===== src/rtl/mem_reader_mac.sv =====
// Dot-product reader: streams N element pairs from two 1-cycle-latency memories and accumulates a*b.
// Build option: define MEM_READER_MAC_SATURATE_EN to clamp the accumulator instead of wrapping.
//
// state | meaning
// IDLE  | waiting for start; len sampled on accept
// READ  | issuing reads at addresses 0..N-1
// DRAIN | accumulating the last element returned by memory
// HOLD  | result_valid high until result_ready

module mem_reader_mac #(
  parameter int DATA_WIDTH = 8,
  parameter int ADDR_WIDTH = 5,
  parameter int DEPTH      = 32,
  parameter int ACC_WIDTH  = 2*DATA_WIDTH+ADDR_WIDTH
) (
  input  logic                  clk,
  input  logic                  rst_n,
  input  logic                  start,
  input  logic [ADDR_WIDTH:0]   len,
  output logic                  rd_en_a,
  output logic [ADDR_WIDTH-1:0] rd_addr_a,
  input  logic [DATA_WIDTH-1:0] dout_a,
  output logic                  rd_en_b,
  output logic [ADDR_WIDTH-1:0] rd_addr_b,
  input  logic [DATA_WIDTH-1:0] dout_b,
  output logic [ACC_WIDTH-1:0]  result,
  output logic                  result_valid,
  input  logic                  result_ready,
  output logic                  busy,
  output logic                  done
);

  typedef enum logic [1:0] {IDLE, READ, DRAIN, HOLD} state_t;

  localparam logic [ADDR_WIDTH:0]   DEPTH_L  = (ADDR_WIDTH+1)'(DEPTH);
  localparam logic [ADDR_WIDTH:0]   N_ONE    = (ADDR_WIDTH+1)'(1);
  localparam logic [ADDR_WIDTH-1:0] ADDR_ONE = ADDR_WIDTH'(1);

  state_t                  state, state_nx;
  logic [ADDR_WIDTH:0]     n_q, n_clamp;
  logic [ADDR_WIDTH-1:0]   addr_q;
  logic                    valid_q;
  logic                    done_q;
  logic [ACC_WIDTH-1:0]    acc_q, acc_nx;
  logic                    last_addr;
  logic                    accept;
  logic [2*DATA_WIDTH-1:0] prod;
  logic [ACC_WIDTH:0]      prod_ext, sum;

  assign n_clamp   = (len > DEPTH_L) ? DEPTH_L : len;
  assign last_addr = ({1'b0, addr_q} == (n_q - N_ONE));
  assign accept    = (state == IDLE) && start;

  always_ff @(posedge clk) begin
    if (!rst_n) state <= IDLE;
    else        state <= state_nx;
  end

  always_comb begin
    state_nx = state;
    case (state)
      IDLE:    if (start) state_nx = (n_clamp == '0) ? HOLD : READ;
      READ:    if (last_addr) state_nx = DRAIN;
      DRAIN:   state_nx = HOLD;
      HOLD:    if (result_ready) state_nx = IDLE;
      default: state_nx = IDLE;
    endcase
  end

  // Unsigned product, widened by one bit so an overflow carry is visible.
  assign prod     = {{DATA_WIDTH{1'b0}}, dout_a} * {{DATA_WIDTH{1'b0}}, dout_b};
  assign prod_ext = (ACC_WIDTH+1)'(prod);
  assign sum      = {1'b0, acc_q} + prod_ext;

  always_comb begin
    acc_nx = sum[ACC_WIDTH-1:0];
`ifdef MEM_READER_MAC_SATURATE_EN
    if (sum[ACC_WIDTH]) acc_nx = '1;
`else
    acc_nx = sum[ACC_WIDTH-1:0];
`endif
  end

  always_ff @(posedge clk) begin
    if (!rst_n) begin
      n_q     <= '0;
      addr_q  <= '0;
      valid_q <= 1'b0;
      done_q  <= 1'b0;
      acc_q   <= '0;
    end else begin
      valid_q <= (state == READ);
      done_q  <= (state == HOLD) && result_ready;
      if (accept) begin
        n_q    <= n_clamp;
        addr_q <= '0;
        acc_q  <= '0;
      end else begin
        if ((state == READ) && !last_addr) addr_q <= addr_q + ADDR_ONE;
        if (valid_q) acc_q <= acc_nx;
      end
    end
  end

  assign rd_en_a      = (state == READ);
  assign rd_en_b      = (state == READ);
  assign rd_addr_a    = addr_q;
  assign rd_addr_b    = addr_q;
  assign result       = acc_q;
  assign result_valid = (state == HOLD);
  assign busy         = (state != IDLE);
  assign done         = done_q;

endmodule


===== config.mk =====
export PLATFORM = sky130hd
export DESIGN_NAME = mem_reader_mac
export DESIGN_NICKNAME = d
export VERILOG_FILES = /design/src/rtl/mem_reader_mac.sv
export SDC_FILE = /design/constraint.sdc
export NUM_CORES = 1
export LEC_CHECK = 0
export ABC_AREA = 1
export BUFFER_PORTS_ARGS = -buffer_cell sky130_fd_sc_hd__buf_2
export CORE_ASPECT_RATIO = 0.7
export CORE_MARGIN = 2
export CORE_UTILIZATION = 36
export DETAILED_ROUTE_END_ITERATION = 8
export SYNTH_ARGS = -nofsm -noshare
export SYNTH_HDL_FRONTEND = slang
export SYNTH_SLANG_ARGS = --single-unit

===== constraint.sdc =====
create_clock -name clk -period 4.8 [get_ports clk]
set_input_delay 0.24 -clock clk [delete_from_list [all_inputs] [get_ports clk]]
set_output_delay 0.24 -clock clk [all_outputs]
set_load 0.03 [all_outputs]

# After elaboration in Yosys (flattened, before gate mapping)
# Index checks and enable logic that the tools add are counted.
[totals] regBits=36 in_bits=26 word_cells=34
[classes] add_sub_neg=3 multipliers=1 magnitude_cmp=1 eq_ne=7 mux=6 n_bitwise=1 n_reduce_logical=9
[op_table] cell="adder 21 x 16 -> 21 bit" n=1
[op_table] cell="multiplier 8 x 8 -> 16 bit" n=1
[op_table] cell="2-to-1 mux 2 bit" n=4
[op_table] cell="case mux 2 bit (4 select lines)" n=1
[op_table] cell="equality test 5 x 6 -> 1 bit" n=1
[op_table] cell="greater-than comparator 6 bit, second input constant" n=1
[op_table] cell="logical NOT 6 bit" n=1
[op_table] cell="2-to-1 mux 6 bit" n=1
[op_table] cell="subtractor 6 x 1 -> 6 bit, second input constant" n=1
[op_table] cell="adder 5 x 1 -> 5 bit, second input constant" n=1
[op_table] cell="equality test 2 bit, second input constant" n=2
[op_table] cell="inequality test 2 x 1 -> 1 bit, second input constant" n=2
[op_table] cell="logical AND 1 bit" n=3
[op_table] cell="AND reduction 3 bit" n=1
[op_table] cell="equality test 2 x 1 -> 1 bit, second input constant" n=1
[op_table] cell="logical NOT 2 bit" n=1
[op_table] cell="inequality test 2 bit, second input constant" n=1
[op_table] cell="nonzero test 2 bit" n=1
[op_table] cell="OR reduction 2 bit" n=1
[op_table] cell="logical NOT 1 bit" n=1
[op_table] cell="inverter 1 bit" n=1

# Longest topological paths before layout
# Gate-level depths: netlist (run 1).
[logic_depth] depth_word=6 mapped_depth=23 depth_no_buf=22

# Worst setup path before layout (run 1)
# OpenSTA, ideal clock, no wires.
[synth_timing] path_kind="register to register" startpoint="register acc_q[6], in the netlist result[6]" endpoint="register acc_q[17], in the netlist result[17]" setup_ns=0.109 t_arrival_ns=3.905 required_time_ns=4.691 path_slack_ns=0.786 path_stages_with_launch=19 path_buffers=0 period_less_slack_ns=4.014 path_cell_list="dfxtp_1 inv_1 fa_1 inv_1 fa_1 inv_1 fa_1 fa_1 inv_1 ha_1 a21oi_2 nand2_1 a21oi_1 nand2b_1 nand2_1 nand2_1 nand3_1 nand2_1 inv_1"
[synth_via] elab_chain_cells=1
[synth_rtl] element="start, declared" line_no="44" rtl="logic [ACC_WIDTH-1:0] acc_q, acc_nx;"
[synth_rtl] element="start signal, assigned" line_no="100" rtl="if (valid_q) acc_q <= acc_nx;"
[synth_rtl] element="adder 21 x 16 -> 21 bit" line_no="73" rtl="assign sum = {1'b0, acc_q} + prod_ext;"
# No other way between the ends.
# A chain may end at the register's enable or synchronous reset.

# Worst setup path in the final report (run 1)
# Same ends and word-level chain as after synthesis.

==> results.py, run 1 <==
metrics = {
    "worst_setup_path": {
        "crit_arrival_ns": 4.31,
        "path_class": "reg -> reg",
        "max_stage_delay_ns": 0.55,
        "cpMostUsedCell": "inv_1",
        "cp_data_required_time_ns": 4.99,
        "critPathTopFamily": "adder cells",
        "path_cells": "inv_1 > fa_1 > inv_1 > fa_1 > inv_1 > fa_1 > fa_1 > inv_1 > ha_1 > a21oi_2 > nand2_1 > a21oi_1 > nand2b_1 > nand2_1 > nand2_1 > nand3_1 > nand2_1 > inv_1",
        "startpoint_type": "flip-flop",
        "setup.worst_path.end_class": "flip-flop",
        "worst-path-buf-inv": 5,
        "worst_path_max_delay_cell": "fa_1",
        "crit_path_max_fanout": 5,
    },
    "cts": {
        "cts_tree": "yes",
        "clkSinkCount": 36,
        "cts_buffers": 5,
        "htree_levels": 2,
        "post-cts-setup-buffers": 0,
        "cts_buffer_depth": 2,
        "clk_pin_slew_ns": 0.06,
        "clock_latency_ns": 0.28,
        "ctsResizeCount": 0,
        "cts_hold_buf": 0,
        "root_buffer": "clkbuf_16",
    },
    "synth": {
        "synth.top_cells.by_count": "inv_1 (178), nand2_1 (154), fa_1 (50), ha_1 (48), nor2_1 (46)",
        "synth_top_cell_area_share_pct": 21.6,
        "postSynthAreaPerCell_um2": 6.91,
        "synth_warnings": 0,
        "synth_edf_count": 0,
        "async_reset_ff_share_pct": 0,
        "yosysTopAreaCell": "fa_1",
        "syn_inst": 670,
        "ys_seq_area_share_pct": 15.6,
        "ys_ff_latch": 36,
        "yosys-top-cells-area": "fa_1 (22%), dfxtp_1 (16%), inv_1 (14%), ha_1 (13%), nand2_1 (12%)",
        "yosys_most_used_dff": "dfxtp_1",
        "synth_cell_type_count": 36,
        "netlist_area_um2": 4630,
        "syn_nets": 794,
        "yosysMostFrequentCell": "inv_1",
    },
    "die": {
        "die_h_um": 98.9,
        "core_um2": 12500,
        "row_count": 34,
        "die_x_um": 140,
        "initial_core_util_pct": 37.1,
        "io_pins": 62,
        "die_area_um2": 13800,
    },
    "cells_and_area": {
        "design_area_um2": 5150,
        "syn2layout_area_growth_pct": 11.4,
        "drive_gt1_share_pct": 12.0,
        "num-fill-cells": 1342,
        "final_nets": 834,
        "final_util_pct": 41.3,
        "antennaDiodeCount": 0,
    },
    "worst_hold_path": {
        "hold_class": "in -> reg",
    },
    "sta": {
        "maxSlewViolCount": 0,
        "setup_viol": 0,
        "relSlewSlack_pct": 40.3,
        "final_hold_viol_count": 0,
        "skew_ns": 0.00502,
        "rsz0062_at_grt": "false",
        "fin_crit_sh_pct": 86.0,
        "tightestPinTransition_ns": 0.895,
        "final.setup.worst_slack_ns": 0.673,
        "setup_tns_ns": 0,
        "fin_crit_ns": 4.13,
        "fmax_ghz": 0.242,
    },
    "placement": {
        "port_buffers": 61,
        "postPlaceCellArea_um2": 5000,
        "gp_congestion": 0.902,
        "dpl.hpwl_mm": 8.63,
        "place_ws_ns": 0.582,
    },
    "routing": {
        "dr.max_layer_used": "met4",
        "met2_length_mm": 3.81,
        "via_per_inst": 4.49,
        "final_antenna_net_count": 0,
        "vias": 3916,
        "drc": 0,
        "wl_met3_um": 767,
        "routedWlPerCell_um": 11.8,
        "wl_met1_mm": 5.65,
        "drt_iter0_drc": 235,
        "drt_pass1_iterations": 5,
        "wirelength_mm": 10.3,
    },
    "global_routing": {
        "grt_pass1_vias": 3599,
        "grt_use_total_pct": 15.7,
        "grt_pass1_wl_mm": 17.6,
        "grt_antenna_before_repair": 0,
        "overflow": 0,
        "grt_max_degree": 25,
    },
    "pwr": {
        "power.density_nw_per_um2": 447,
        "p_leak_nw": 3.11,
        "report.power.total_mw": 2.30,
        "peakVddDrop_mv": 0.249,
    },
    "run": {
        "drv_cap": 0,
    },
    "outcome": {
        "outcome": "completed",
    },
}
## worst paths after layout
kind                                                 to  cells past startpoint  slack [ns]                    from
worst min register to register   result[3]$_SDFFE_PP0P_                      2        0.48  result[3]$_SDFFE_PP0P_
worst min-delay path                    done$_SDFF_PN0_                      3        0.18            result_ready
worst max-delay path            result[17]$_SDFFE_PP0P_                     18        0.67  result[6]$_SDFFE_PP0P_
worst max register to register  result[17]$_SDFFE_PP0P_                     18        0.67  result[6]$_SDFFE_PP0P_
## through the flow
step,std cells,hold slack [ns]
after detailed placement,865,0.474
after CTS,873,0.178
final,873,0.184
after global placement,865,0.473
after floorplan,670,0.338
after global routing,873,0.221
## flip-flops by register name, summed over array words and instances, names as in the netlist
register	cells
n_q	6
done	1
result	21
valid_q	1
state	2
rd_addr_a	5
## placed cells by master (no fill, tap or decap), drive strengths merged
cell,Yosys,routed
clkinvlp,0,1
inv,182,182
nand3,34,34
buf,9,61
ha,48,48
xor2,7,7
or2,2,2
o21a,2,2
a41oi,1,1
o22ai,6,6
a21o,2,2
nor3,2,2
a21oi,33,33
nand2,161,161
nand3b,1,1
clkinv,1,1
dfxtp,36,36
and2,1,1
nor2,48,48
o21ai,17,17
fa,50,50
nand2b,1,1
clkbuf,19,7
nand4,1,1
xnor2,3,3
o211ai,2,2
o31ai,1,1
## metal layers
metal  vias up  GRT usage, %
met3         5          3.16
met1      1761          26.0
li1       2047             -
met5         -             0
met2       103          21.2
met4         0          1.63
## report_power, final
part	leakage [nW]	switching (mW)	internal, mW	total (mW)
logic	2.75	0.993	0.561	1.55
clock network	0.0701	0.134	0.207	0.341
registers	0.292	0.0620	0.346	0.408
total	3.11	1.19	1.11	2.30
## cell type report
| cell class | instances | area (um2) | share of cell area [%] |
|---|---|---|---|
| Multi-Input combinational cell | 423 | 3090 | 59.9 |
| Sequential cell | 36 | 721 | 14.0 |
| Inverter | 183 | 687 | 13.3 |
| Timing Repair Buffer | 61 | 305 | 5.92 |
| Tap cell | 162 | 203 | 3.93 |
| Clock buffer | 7 | 143 | 2.77 |
| Clock inverter | 1 | 7.51 | 0.146 |
## kinds of logic (layout without fill, tap and decap cells)
logic type / count (synthesis) / count (layout) / share of synthesized area, %
flops: 36 / 36 / 15.6
xor+xnor: 10 / 10 / 1.89
simple gates: 251 / 251 / 22.6
compound gates: 64 / 64 / 7.63
buf+inv: 211 / 252 / 17.7
fa+ha+maj: 98 / 98 / 34.6
## tightest hold or removal path: stages
cell	delay, ns
buf_2	0.11
nand2_1	0.05
nor2_1	0.03
(Power assumes the default switching activity.)
==> run 2, diff against run 1 <==
- PLACE_DENSITY: not set -> 0.57
==> results.py, run 2 (synthesized netlist as in run 1, its figures left out) <==
metrics = {
    "outcome": {
        "outcome": "completed",
    },
    "worst_setup_path": {
        "setup.worst_path.end_class": "flip-flop",
        "cp_data_required_time_ns": 4.99,
        "r2r_start": "result[6]$_SDFFE_PP0P_",
        "crit_arrival_ns": 4.24,
        "r2r-end": "result[17]$_SDFFE_PP0P_",
        "startpoint_type": "flip-flop",
        "crit_path_max_fanout": 5,
        "path_class": "reg -> reg",
        "reg2reg_depth": 18,
        "worst-r2r-setup-slack_ns": 0.75,
    },
    "die": {
        "row_count": 34,
        "die_area_um2": 13800,
        "io_pins": 62,
        "die_x_um": 140,
        "die_h_um": 98.9,
        "initial_core_util_pct": 37.1,
        "core_um2": 12500,
    },
    "cts": {
        "clk_pin_slew_ns": 0.06,
        "ctsResizeCount": 0,
        "cts_hold_buf": 0,
        "cts_tree": "yes",
        "cts_buffers": 5,
        "clock_latency_ns": 0.29,
        "root_buffer": "clkbuf_16",
        "post-cts-setup-buffers": 0,
        "clkSinkCount": 36,
        "cts_buffer_depth": 2,
        "htree_levels": 2,
    },
    "placement": {
        "place_ws_ns": 0.596,
        "dp.cells": 865,
        "port_buffers": 61,
        "dpl.hpwl_mm": 9.09,
        "gp_congestion": 0.841,
    },
    "sta": {
        "fin_crit_sh_pct": 84.4,
        "skew_ns": 0.00461,
        "relSlewSlack_pct": 38.0,
        "maxSlewViolCount": 0,
        "final.setup.worst_slack_ns": 0.749,
        "setup_tns_ns": 0,
        "rsz0062_at_grt": "false",
        "setup_viol": 0,
        "fmax_ghz": 0.247,
        "final_hold_viol_count": 0,
        "tightestPinTransition_ns": 0.928,
        "fin_crit_ns": 4.05,
    },
    "pwr": {
        "peakVddDrop_mv": 0.300,
        "power_switching_mw": 1.20,
        "combPwrFrac_pct": 66.6,
        "p_sw_share_pct": 51.0,
        "p_leak_nw": 3.12,
        "power.density_nw_per_um2": 455,
        "report.power.total_mw": 2.35,
        "clkPwrFrac_pct": 16.1,
        "p_seq_share_pct": 17.4,
        "internal-power_mw": 1.15,
    },
    "cells_and_area": {
        "final_nets": 834,
        "final_cell_mix": "inv_1 (178), nand2_1 (154), buf_2 (61)",
        "regArea_um2": 721,
        "antennaDiodeCount": 0,
        "largest_reg_flops": 21,
        "multi_input_area_um2": 3090,
        "drive_gt1_share_pct": 12.0,
        "num-fill-cells": 1336,
        "syn2layout_area_growth_pct": 11.7,
        "final_common_cell": "inv_1",
        "final_cells": 873,
    },
    "routing": {
        "drt_pass1_iterations": 5,
        "routedWlPerCell_um": 12.3,
        "wirelength_mm": 10.7,
        "via_per_inst": 4.60,
        "final_antenna_net_count": 0,
        "vias": 4018,
        "drt_iter0_drc": 249,
        "drc": 0,
    },
    "global_routing": {
        "grtUsageMet2_pct": 23.5,
        "grt_busiest_layer": "met1",
        "grt_use_total_pct": 16.2,
        "grt_pass1_vias": 3771,
        "grt_pass1_wl_mm": 18.0,
        "use_met1_pct": 24.8,
        "grt_max_degree": 25,
        "grt_antenna_before_repair": 0,
        "overflow": 0,
        "grtUsageMet3_pct": 3.55,
    },
    "worst_hold_path": {
        "min_from": "result_ready",
        "hold_class": "in -> reg",
        "holdPathEnd": "done$_SDFF_PN0_",
        "holdPathStages": 3,
    },
    "run": {
        "drv_cap": 0,
    },
}
==> run 2: cell types whose count changed in the layout (fill, tap and decap cells not counted), sizes merged <==
cell / previous run / this run
clkinv: 1 / 2
clkbuf: 7 / 6
clkinvlp: 1 / 0
bufinv: 0 / 1
==> run 2: how the worst max path moves through the flow <==
stage / from / endpoint / slack (ns) / cells past startpoint
6_report: result[6]$_SDFFE_PP0P_ / result[17]$_SDFFE_PP0P_ / 0.75 / 18
5_1_grt: result[6]$_SDFFE_PP0P_ / result[17]$_SDFFE_PP0P_ / 0.45 / 18
4_1_cts: result[6]$_SDFFE_PP0P_ / result[17]$_SDFFE_PP0P_ / 0.71 / 18
3_5_place_dp: dout_a[5] / result[16]$_SDFFE_PP0P_ / 0.60 / 18
3_3_place_gp: dout_b[4] / result[16]$_SDFFE_PP0P_ / 0.58 / 18
2_1_floorplan: result[6]$_SDFFE_PP0P_ / result[17]$_SDFFE_PP0P_ / 0.79 / 18
==> run 2: cell type report <==
class,count,area share [%]
clock inverters,2,0.678
flip-flops and latches,36,13.9
well taps,162,3.92
clock buffers,6,2.49
multi-input cells,423,59.8
repair buffers,61,5.91
inverters,183,13.3
==> run 2: worst max-delay path, cell delays in order (launching register included) <==
cell and delay, ns:
dfxtp_1 0.35, inv_1 0.09, fa_1 0.54, inv_1 0.05, fa_1 0.49, inv_1 0.04
fa_1 0.46, fa_1 0.54, inv_1 0.04, ha_1 0.36, a21oi_2 0.20, nand2_1 0.13
a21oi_1 0.21, nand2b_1 0.15, nand2_1 0.05, nand2_1 0.05, nand3_1 0.06, nand2_1 0.09
inv_1 0.03
==> run 2: per-stage QoR <==
stage | instance area (um2) | utilization, % | hold slack, ns
after CTS | 5170 | 41.5 | 0.185
final | 5170 | 41.5 | 0.188
after floorplan | 4630 | - | 0.338
after global routing | 5170 | 41.5 | 0.222
after global placement | 5000 | 40.1 | 0.466
after detailed placement | 5000 | 40.1 | 0.474
==> run 2: routing by layer <==
| layer | wire (um) | part of all wire (%) |
|---|---|---|
| met2 | 4310 | 40 |
| met4 | 97 | 0.90 |
| met5 | 0 | 0 |
| met3 | 897 | 8.4 |
| met1 | 5430 | 51 |
==> run 2: power by group through the flow <==
stage          combinational [mW]  clock [mW]  sequential, mW
2_1_floorplan                1.20           0           0.446
3_3_place_gp                 1.55           0           0.414
3_5_place_dp                 1.57           0           0.415
4_1_cts                      1.58       0.390           0.409
5_1_grt                      1.82       0.406           0.417
6_report                     1.57       0.379           0.408
==> run 3, diff against run 2 <==
- PLACE_DENSITY: 0.57 -> 0.59
- clock period: 4.8 -> 3.6 ns (I/O delays scaled with it)
==> results.py, run 3 (synthesized netlist as in run 1, its figures left out) <==
metrics = {
    "cts": {
        "clock_latency_ns": 0.29,
        "cts_hold_buf": 0,
        "cts_buffers": 5,
        "root_buffer": "clkbuf_16",
        "htree_levels": 2,
        "cts_tree": "yes",
        "clkSinkCount": 36,
        "clk_pin_slew_ns": 0.06,
        "cts_buffer_depth": 2,
    },
    "sta": {
        "fin_crit_ns": 3.72,
        "fin_crit_sh_pct": 103,
        "final_hold_viol_count": 0,
        "tightestPinTransition_ns": 0.505,
        "setup_tns_ns": -0.807,
        "setup_viol": 13,
        "skew_ns": 0.00949,
        "rsz0062_at_grt": "true",
        "fmax_ghz": 0.269,
        "maxSlewViolCount": 0,
        "relSlewSlack_pct": 66.3,
        "final.setup.worst_slack_ns": -0.119,
        "whs_ns": 0.129,
    },
    "cells_and_area": {
        "largest_reg_flops": 21,
        "final_common_cell": "inv_1",
        "syn2layout_area_growth_pct": 25.9,
        "drive_gt1_share_pct": 25.1,
        "design_area_um2": 5830,
        "final_nets": 880,
        "antennaDiodeCount": 0,
        "final_cell_mix": "inv_1 (168), nand2_1 (141), buf_2 (61)",
    },
    "die": {
        "die_area_um2": 13800,
        "die_h_um": 98.9,
        "row_count": 34,
        "io_pins": 62,
        "die_x_um": 140,
        "initial_core_util_pct": 37.1,
        "core_um2": 12500,
    },
    "routing": {
        "drc": 0,
        "drt_iter0_drc": 226,
        "drt_pass1_iterations": 6,
        "wl_met1_mm": 6.02,
        "routedWlPerCell_um": 12.5,
        "wirelength_mm": 11.5,
        "met2_length_mm": 4.86,
        "wl_met3_um": 544,
        "via_per_inst": 4.59,
        "vias": 4219,
        "dr.max_layer_used": "met4",
        "final_antenna_net_count": 0,
    },
    "outcome": {
        "outcome": "finished, violations left",
        "violations": "setup timing",
    },
    "placement": {
        "gp_congestion": 0.864,
        "place_ws_ns": -0.353,
        "dpl.hpwl_mm": 9.27,
        "postPlaceCellArea_um2": 5440,
        "port_buffers": 61,
    },
    "pwr": {
        "power.density_nw_per_um2": 698,
        "p_leak_nw": 3.40,
        "peakVddDrop_mv": 0.305,
    },
    "global_routing": {
        "grt_pass1_wl_mm": 19.2,
        "overflow": 0,
        "grt_antenna_before_repair": 0,
        "grt_pass1_vias": 4111,
        "grt_use_total_pct": 17.0,
        "grt_max_degree": 25,
    },
    "run": {
        "drv_cap": 0,
    },
    "worst_setup_path": {
        "max_stage_delay_ns": 0.53,
        "worst-path-buf-inv": 2,
        "crit_arrival_ns": 3.90,
        "path_cells": "inv_1 > fa_1 > inv_1 > fa_1 > fa_1 > fa_1 > ha_4 > nand2_1 > nand3b_1 > nand2_4 > nand2_2 > nand2_4 > nand2_4 > nand2_4 > nand3_2 > nand2_1 > nor2_1",
        "cp_data_required_time_ns": 3.78,
        "worst_path_max_delay_cell": "fa_1",
        "setup.worst_path.end_class": "flip-flop",
        "path_class": "reg -> reg",
        "crit_path_max_fanout": 4,
        "startpoint_type": "flip-flop",
        "critPathTopFamily": "adder cells",
    },
    "worst_hold_path": {
        "hold_class": "in -> reg",
    },
}
-- run 3: final cells by class --
| cell class | count | area [um2] |
|---|---|---|
| clock buffer | 7 | 143 |
| clock inverter | 1 | 7.51 |
| fill | 1273 | 6640 |
| inverter | 183 | 689 |
| multi-input combinational | 423 | 3380 |
| sequential | 36 | 737 |
| tap | 162 | 203 |
| timing repair buffer | 107 | 666 |
-- run 3: what timing repair did --
action | CTS | global route
gates resized for setup | 17 | 33
buffers inserted | 5 | 5
cloned | 0 | 0
endpoints found under the hold margin | 0 | 0
pin swaps | 18 | 22
endpoints found under the setup margin | 11 | 15
-- run 3: metrics by stage --
| step | std cells | util (%) | power (mW) |
|---|---|---|---|
| 5_1_grt | 919 | 46.7 | 4.47 |
| 2_1_floorplan | 670 | - | 2.48 |
| 3_5_place_dp | 903 | 43.7 | 3.26 |
| 6_report | 919 | 46.7 | 4.07 |
| 4_1_cts | 916 | 45.6 | 3.83 |
| 3_3_place_gp | 903 | 43.7 | 3.22 |
-- run 3: path summary, 6_finish.rpt --
path / to / slack (ns) / startpoint / cells past startpoint
setup / recovery: result[18]$_SDFFE_PP0P_ / -0.12 / result[7]$_SDFFE_PP0P_ / 17
hold / removal: done$_SDFF_PN0_ / 0.13 / result_ready / 3
setup reg to reg: result[18]$_SDFFE_PP0P_ / -0.12 / result[7]$_SDFFE_PP0P_ / 17
hold reg to reg: result[0]$_SDFFE_PP0P_ / 0.49 / result[0]$_SDFFE_PP0P_ / 2
-- run 3: tightest hold or removal path, cell delays in order --
cell	delay, ns
buf_2	0.10
nand2_1	0.05
nor2_1	0.03
-- run 3: where the power goes --
part	internal [mW]	total, mW	leakage [nW]	switching (mW)
combinational	1.35	3.08	3.03	1.73
sequential	0.464	0.523	0.296	0.0588
clock	0.276	0.466	0.0701	0.189
-- run 3: routing by layer --
layer  up-vias  track usage, %
li1       2141               -
met5         -               0
met3         6            3.16
met4         0            2.33
met2        85            25.8
met1      1987            25.7
